[config.mk]
export PLATFORM = sky130hd
export DESIGN_NAME = cbs_scan_controller
export DESIGN_NICKNAME = d
export VERILOG_FILES = /design/src/rtl/cbs_scan_controller.sv
export SDC_FILE = /design/constraint.sdc
export NUM_CORES = 1
export LEC_CHECK = 0
export ABC_CLOCK_PERIOD_IN_PS = 6010
export CAP_MARGIN = 20
export CORE_MARGIN = 4
export CORE_UTILIZATION = 40
export DETAILED_ROUTE_END_ITERATION = 12
export GPL_TIMING_DRIVEN = 0
export PLACE_DENSITY_LB_ADDON = 0.15
export SYNTH_ARGS = -nofsm -noshare
export SYNTH_HDL_FRONTEND = slang
export SYNTH_SLANG_ARGS = --single-unit
[constraint.sdc]
create_clock -name clk -period 6.01 [get_ports clk]
set_clock_uncertainty 0.15 [all_clocks]
set_input_delay 0.601 -clock clk [delete_from_list [all_inputs] [get_ports clk]]
set_output_delay 0.601 -clock clk [all_outputs]
set_load 0.03 [all_outputs]
[src/rtl/cbs_scan_controller.sv]
// rtl/cbs_scan_controller.sv - CBS convolution scan sequencer with result tagging (option: CBS_PAD_EN)
module cbs_scan_controller #(
    parameter int IMG_W      = 416,
    parameter int IMG_H      = 416,
    parameter int STRIDE     = 1,
    parameter int MAC_CYCLES = 6,
    parameter int PIPE_LAT   = 3,
    parameter int CNT_W      = 15
) (
    input  logic                          clk,
    input  logic                          reset,
    input  logic                          start,
    input  logic                          out_ready,
    output logic                          busy,
    output logic                          done,
    output logic                          mac_clear,
    output logic                          mac_en,
    output logic [$clog2(MAC_CYCLES)-1:0] mac_phase,
    output logic [CNT_W-1:0]              win_row,
    output logic [CNT_W-1:0]              win_col,
    output logic                          pad_top,
    output logic                          pad_bottom,
    output logic                          pad_left,
    output logic                          pad_right,
    output logic                          result_valid,
    output logic [CNT_W-1:0]              counter_Row_output,
    output logic [CNT_W-1:0]              counter_Col_output
);

    localparam int PW = $clog2(MAC_CYCLES);
    localparam int EW = 1 + 2 * CNT_W;
    localparam int L  = PIPE_LAT - 1;
    localparam logic [CNT_W-1:0] STEP = CNT_W'(STRIDE);
    localparam logic [PW-1:0] LAST_PH = PW'(MAC_CYCLES - 1);

`ifdef CBS_PAD_EN
    // Zero padding: every pixel is a window centre
    localparam logic [CNT_W-1:0] FIRST   = '0;
    localparam logic [CNT_W-1:0] ROW_MAX = CNT_W'(IMG_H - 1);
    localparam logic [CNT_W-1:0] COL_MAX = CNT_W'(IMG_W - 1);
`else
    // Valid convolution: centres keep the whole 3x3 footprint inside the image
    localparam logic [CNT_W-1:0] FIRST   = CNT_W'(1);
    localparam logic [CNT_W-1:0] ROW_MAX = CNT_W'(IMG_H - 2);
    localparam logic [CNT_W-1:0] COL_MAX = CNT_W'(IMG_W - 2);
`endif

    typedef enum logic [1:0] {IDLE, RUN, DRAIN} state_t;

    state_t          state;
    logic [PW-1:0]   phase;
    logic [CNT_W-1:0] out_row;
    logic [CNT_W-1:0] out_col;
    logic [EW-1:0]   dl   [PIPE_LAT];
    logic [EW-1:0]   prev [PIPE_LAT];
    logic [EW-1:0]   feed;
    logic            last_phase;
    logic            stall;
    logic            win_done;
    logic            col_wrap;
    logic            row_wrap;

    assign last_phase = (phase == LAST_PH);
    // Freeze only at the final phase so an unaccepted result is never overwritten
    assign stall      = last_phase && result_valid && !out_ready;
    assign mac_en     = (state == RUN) && !stall;
    assign mac_clear  = mac_en && (phase == '0);
    assign mac_phase  = phase;
    assign win_done   = mac_en && last_phase;
    assign col_wrap   = (win_col + STEP) > COL_MAX;
    assign row_wrap   = (win_row + STEP) > ROW_MAX;
    assign feed       = win_done ? {1'b1, out_row, out_col} : '0;

    assign result_valid       = dl[L][EW-1];
    assign counter_Row_output = dl[L][2*CNT_W-1:CNT_W];
    assign counter_Col_output = dl[L][CNT_W-1:0];

`ifdef CBS_PAD_EN
    assign pad_top    = (state == RUN) && (win_row == '0);
    assign pad_bottom = (state == RUN) && (win_row == ROW_MAX);
    assign pad_left   = (state == RUN) && (win_col == '0);
    assign pad_right  = (state == RUN) && (win_col == COL_MAX);
`else
    assign pad_top    = 1'b0;
    assign pad_bottom = 1'b0;
    assign pad_left   = 1'b0;
    assign pad_right  = 1'b0;
`endif

    // Source of each delay-line stage: new tag at the head, previous stage elsewhere
    always_comb begin
        prev[0] = feed;
        for (int i = 1; i < PIPE_LAT; i++) prev[i] = dl[i-1];
    end

    // Scan FSM: phase counter, raster walk over window centres, frame handshake
    always_ff @(posedge clk) begin
        if (reset) begin
            state   <= IDLE;
            phase   <= '0;
            win_row <= '0;
            win_col <= '0;
            out_row <= '0;
            out_col <= '0;
            busy    <= 1'b0;
            done    <= 1'b0;
        end else begin
            done <= 1'b0;
            case (state)
                IDLE: begin
                    if (start) begin
                        state   <= RUN;
                        busy    <= 1'b1;
                        phase   <= '0;
                        win_row <= FIRST;
                        win_col <= FIRST;
                        out_row <= '0;
                        out_col <= '0;
                    end
                end
                RUN: begin
                    if (mac_en) begin
                        if (!last_phase) begin
                            phase <= phase + 1'b1;
                        end else begin
                            phase <= '0;
                            if (!col_wrap) begin
                                win_col <= win_col + STEP;
                                out_col <= out_col + 1'b1;
                            end else if (!row_wrap) begin
                                win_col <= FIRST;
                                out_col <= '0;
                                win_row <= win_row + STEP;
                                out_row <= out_row + 1'b1;
                            end else begin
                                state   <= DRAIN;
                                win_row <= '0;
                                win_col <= '0;
                                out_row <= '0;
                                out_col <= '0;
                            end
                        end
                    end
                end
                DRAIN: begin
                    if (result_valid && out_ready) begin
                        state <= IDLE;
                        busy  <= 1'b0;
                        done  <= 1'b1;
                    end
                end
                default: state <= IDLE;
            endcase
        end
    end

    // Result tag delay line; the last stage doubles as the held output register
    always_ff @(posedge clk) begin
        if (reset) begin
            for (int i = 0; i < PIPE_LAT; i++) dl[i] <= '0;
        end else begin
            for (int i = 0; i < PIPE_LAT - 1; i++) begin
                if (!stall) dl[i] <= prev[i];
            end
            if (!result_valid || out_ready) dl[L] <= prev[L];
        end
    end

endmodule

==> results.toml, run 1 <==
[power_and_ir_drop]
p_leak_uw = 0.00352
peakVddDrop_uv = 201
pwr_density_cell_nw_per_um2 = 254
total_power_uw = 2300

[setup_path]
crit_required_ps = 6220
startpoint = "win_col[0]"
reg2reg_depth = 9
endpoint = "out_col[8]"
cp_max_fo = 10
worstSetupEndpointType = "flip-flop"
rrSetupSlack_ps = 2780
crit_path_start_kind = "flip-flop"
arrival_ps = 3430
reg2reg_to = "out_col[8]"
reg2reg_from = "win_col[0]"
crit_type = "reg2reg"

[drt]
drc = 0
wl_per_cell_um = 14.2
ant_nets = 0
dr.pass1.iters = 5
first_iter_violations = 196
routed_wl_um = 14500
via_per_inst = 5.10
vias = 5185

[grt]
grt_overflow = 0
grt_pass1_vias = 4967
antenna_found_initial = 0
grt_start_max_net_pins = 40
grt_usage = 0.147
grt_first_pass_wirelength_um = 24100

[sta]
hold_viol = 0
period_share = 0.537
setup_slack_ps = 2780
slew_headroom = 0.477
rsz0062_at_grt = "false"
setup_viol = 0
fmax_ghz = 0.310
setup_tns_ps = 0
tightest_slew_ps = 784
finalMaxSlewViolations = 0
fin_crit_ps = 3230

[clocking]
root_buffer = "clkbuf_16"
cts_hold_buf = 0
cts_tree = "done"
cts-buffers-inserted = 17
clk-insertion-delay-late_ps = 420
cts.clk_slew.worst_paths_ps = 60
cts_setup_buffers = 0
cts_max_path_buffers = 2
htreeDepth = 4
cts.sinks = 160
cts-resized-gates = 0

[synth]
synth_top_family_by_area = "simple AND/OR/NAND/NOR gates"
synth_xor_area_frac = 0.0283
synth-simple-area-share = 0.237
synth_fa_ha_area_frac = 0.0101
synth_seq_cells = 160
yosys_warnings = 0
synth_cells = 680
yosysTopAreaCell = "edfxtp_1"
synth_top_flop_cell = "edfxtp_1"
ys_top_cells_by_area = "edfxtp_1, dfxtp_1, and2_1, buf_4, nor2_1"
ys_seq_area_frac = 0.557
synth_compound_area_frac = 0.0949
synth-edff-count = 93
yosysUniqueCellTypes = 69
ys_async_sr_fraction = 0
synth_mux_area_frac = 0.00944
synthesis.area_um2 = 7420
synth.avg_cell_area_um2 = 10.9
netlist.area_leader.share = 0.376

[die]
dieWidth_um = 144
fp.dieArea_um2 = 20800
pin_count = 76
placementRows = 49
die_h_um = 144
start_util = 0.410
fp.coreArea_um2 = 18100

[place]
dpl.hpwl_um = 10200
portBuffers = 70
place_area_um2 = 8460
dp_slack_ps = 2710
gp_congestion = 0.844

[finish]
fin_nets = 784
diodes = 0
finalInstanceArea_um2 = 9040
n_fill_cell = 1646
final_common_cell = "and2_1"
syn2layout_area_growth_pct = 21.8
layout_common_cells = "and2_1, edfxtp_1, clkdlybuf4s50_1"
drive_gt1_frac = 0.130

[job]
cap_violations = 0

[run_status]
outcome = "complete, no violations"

[min_path]
hold_path.class = "reg2reg"
[flip-flops by register name, summed over array words and instances (netlist names)]
name       cells
busy           1
dl            93
done           1
mac_phase      3
out_col       15
out_row       15
state          2
win_col       15
win_row       15
[where the power goes]
group	internal (uW)	switching [uW]
logic	26.8	58.8
clock network	619	439
registers	1150	6.91
[kinds of logic (layout without fill, tap and decap cells)]
kind of cell	count (synthesis)	count (layout)
multiplexers	7	7
AO/OA/AOI/OAI	87	87
AND/OR/NAND/NOR	311	311
flip-flops	160	160
other	1	4
buffers and inverters	84	188
adder cells (fa/ha/maj)	6	6
XOR/XNOR	24	24
[synthesized netlist by cell type, types with 7 or more instances]
cell type  count
and2_1        94
edfxtp_1      93
dfxtp_1       67
nor2_1        46
nand2_1       45
buf_4         36
nand3_1       31
clkbuf_1      21
and3_1        18
inv_1         18
nor3_1        16
nand4_1       15
a21oi_1       14
o21ai_0       12
xnor2_1       12
xor2_1        12
a32oi_1       10
a22oi_1        9
buf_2          7
mux2i_1        7
nor4_1         7
[cell type report]
| cell class | count | area, um^2 | area share |
|---|---|---|---|
| Inverter | 19 | 71.3 | 0.00789 |
| Tap cell | 229 | 287 | 0.0317 |
| Sequential cell | 160 | 4130 | 0.457 |
| Multi-Input combinational cell | 439 | 2830 | 0.313 |
| Timing Repair Buffer | 72 | 736 | 0.0814 |
| Buffer | 65 | 395 | 0.0437 |
| Clock buffer | 18 | 429 | 0.0475 |
| Clock inverter | 14 | 158 | 0.0174 |
[metal layers]
metal  global-route usage  wire length [um]  vias up
met5                    0                 0        -
met4               0.0574               260        0
met3               0.0344               687       20
met2                0.237              6710      145
met1                0.192              6800     2417
li1                     -                 -     2603
[worst max-delay path, stage by stage, from the launching register on]
cell and delay (ps):
dfxtp_1 510, ha_1 310, nand4_1 210, nor3_1 290
mux2i_1 250, nand4_2 260, o31ai_4 380, nand2_1 350
buf_2 320, nor2_1 130
[per-stage QoR]
| step | hold WS [ps] | utilization | instances |
|---|---|---|---|
| final | 343 | 0.500 | 1016 |
| after global routing | 377 | 0.500 | 1016 |
| after CTS | 350 | 0.500 | 1016 |
| after detailed placement | 341 | 0.468 | 984 |
| after global placement | 335 | 0.466 | 982 |
| after floorplan | 300 | - | 683 |
[worst min-delay path by stage]
stage | start | to | slack, ps | cells past startpoint
6_report | out_row[14] | out_row[14] | 340 | 1
5_1_grt | out_row[14] | out_row[14] | 380 | 1
4_1_cts | out_row[14] | out_row[14] | 350 | 1
3_5_place_dp | out_row[14] | out_row[14] | 340 | 1
3_3_place_gp | out_row[14] | out_row[14] | 340 | 1
2_1_floorplan | out_row[14] | out_row[14] | 300 | 1
Note: power is estimated with default switching activity, not from simulation.
==> run 2, diff against run 1 <==
Settings changed: ABC_CLOCK_PERIOD_IN_PS 6010 to 2800.
Clock period 6.01 ns to 2.8 ns, I/O delays scaled along.
==> results.toml, run 2 (synthesis results as in run 1) <==
[setup_path]
crit_required_ps = 2920
cp_max_fo = 10
arrival_ps = 2770
crit_type = "reg2reg"
worstSetupEndpointType = "flip-flop"
crit_path_start_kind = "flip-flop"

[grt]
grt_usage = 0.147
grt_pass1_vias = 5026
grt_first_pass_wirelength_um = 24300
grt_overflow = 0
grt_start_max_net_pins = 40
antenna_found_initial = 0

[sta]
finalMaxSlewViolations = 0
fin_crit_ps = 2650
slew_headroom = 0.473
hold_viol = 0
tightest_slew_ps = 791
fmax_ghz = 0.378
setup_viol = 0
period_share = 0.945
rsz0062_at_grt = "false"
setup_tns_ps = 0
setup_slack_ps = 153

[clocking]
cts_max_path_buffers = 2
clk-insertion-delay-late_ps = 410
cts_tree = "done"
cts.clk_slew.worst_paths_ps = 60
htreeDepth = 4
root_buffer = "clkbuf_16"
cts_hold_buf = 0
cts.sinks = 160
cts-buffers-inserted = 17

[power_and_ir_drop]
peakVddDrop_uv = 424
pwr_density_cell_nw_per_um2 = 537
p_leak_uw = 0.00358

[finish]
diodes = 0
final_common_cell = "and2_1"
layout_common_cells = "and2_1, edfxtp_1, clkdlybuf4s50_1"
drive_gt1_frac = 0.158
regMostFlops = "dl"
fin_nets = 790
syn2layout_area_growth_pct = 24.0
fin_cells = 1022
largest_reg_flops = 93

[place]
portBuffers = 70
placed_cells = 984
dpl.hpwl_um = 10200
gp_congestion = 0.844
dp_slack_ps = -464

[die]
fp.coreArea_um2 = 18100
fp.dieArea_um2 = 20800
pin_count = 76
placementRows = 49
dieWidth_um = 144
die_h_um = 144
start_util = 0.410

[drt]
wl_per_cell_um = 14.3
vias = 5230
via_per_inst = 5.12
first_iter_violations = 191
routed_wl_um = 14600
drc = 0
ant_nets = 0
dr.pass1.iters = 4

[min_path]
hold_path.class = "in2reg"

[run_status]
outcome = "complete, no violations"

[job]
cap_violations = 0
## run 2: cell types whose count changed in the layout (fill, tap and decap cells not counted), sizes merged
cell,delta
buf,+6
## run 2: final timing paths
check             slack [ps]           to  depth (start not counted)        start
hold / removal           330  out_row[11]                          4        reset
setup reg to reg         150  out_row[13]                         11   win_col[1]
setup / recovery         150  out_row[13]                         11   win_col[1]
hold reg to reg          340  out_row[14]                          1  out_row[14]
## run 2: layout make-up
type	instances	area, um^2
repair buffers	80	796
clock buffers	18	429
fillers	1628	8880
flip-flops and latches	160	4140
clock inverters	14	158
plain buffers	63	405
multi-input cells	439	2920
inverters	19	71.3
well taps	229	287
## run 2: stage by stage
stage / utilization / instance area [um^2] / hold WS [ps] / power (uW)
finish: 0.509 / 9210 / 332 / 4950
detailed placement: 0.468 / 8460 / 341 / 2720
CTS: 0.504 / 9110 / 297 / 5000
global route: 0.509 / 9210 / 331 / 5110
floorplan: - / 7430 / 300 / 2650
global placement: 0.466 / 8420 / 335 / 2720
## run 2: report_power, final
group	internal (uW)	switching (uW)	total, uW
clock	1330	941	2270
sequential	2470	15.8	2480
combinational	65.3	130	195
## run 2: worst max-delay path, cell delays in order, from the launching register on
cell and delay, ps:
dfxtp_4 410, inv_1 60, ha_1 290, nor3b_1 210, a221oi_1 110, a311oi_1 230
o22a_2 270, o31ai_4 60, buf_4 190, buf_4 180, a32oi_1 250, o41ai_2 110
## run 2: repair_timing
item	CTS	global route
setup endpoints to repair	51	41
pin swaps	1	6
gates resized for setup	12	14
setup buffers	4	4
## run 2: routing by layer
layer,GRT usage,routed length [um]
met1,0.192,6840
met2,0.237,6790
met3,0.0347,640
met4,0.0614,330
met5,0,0
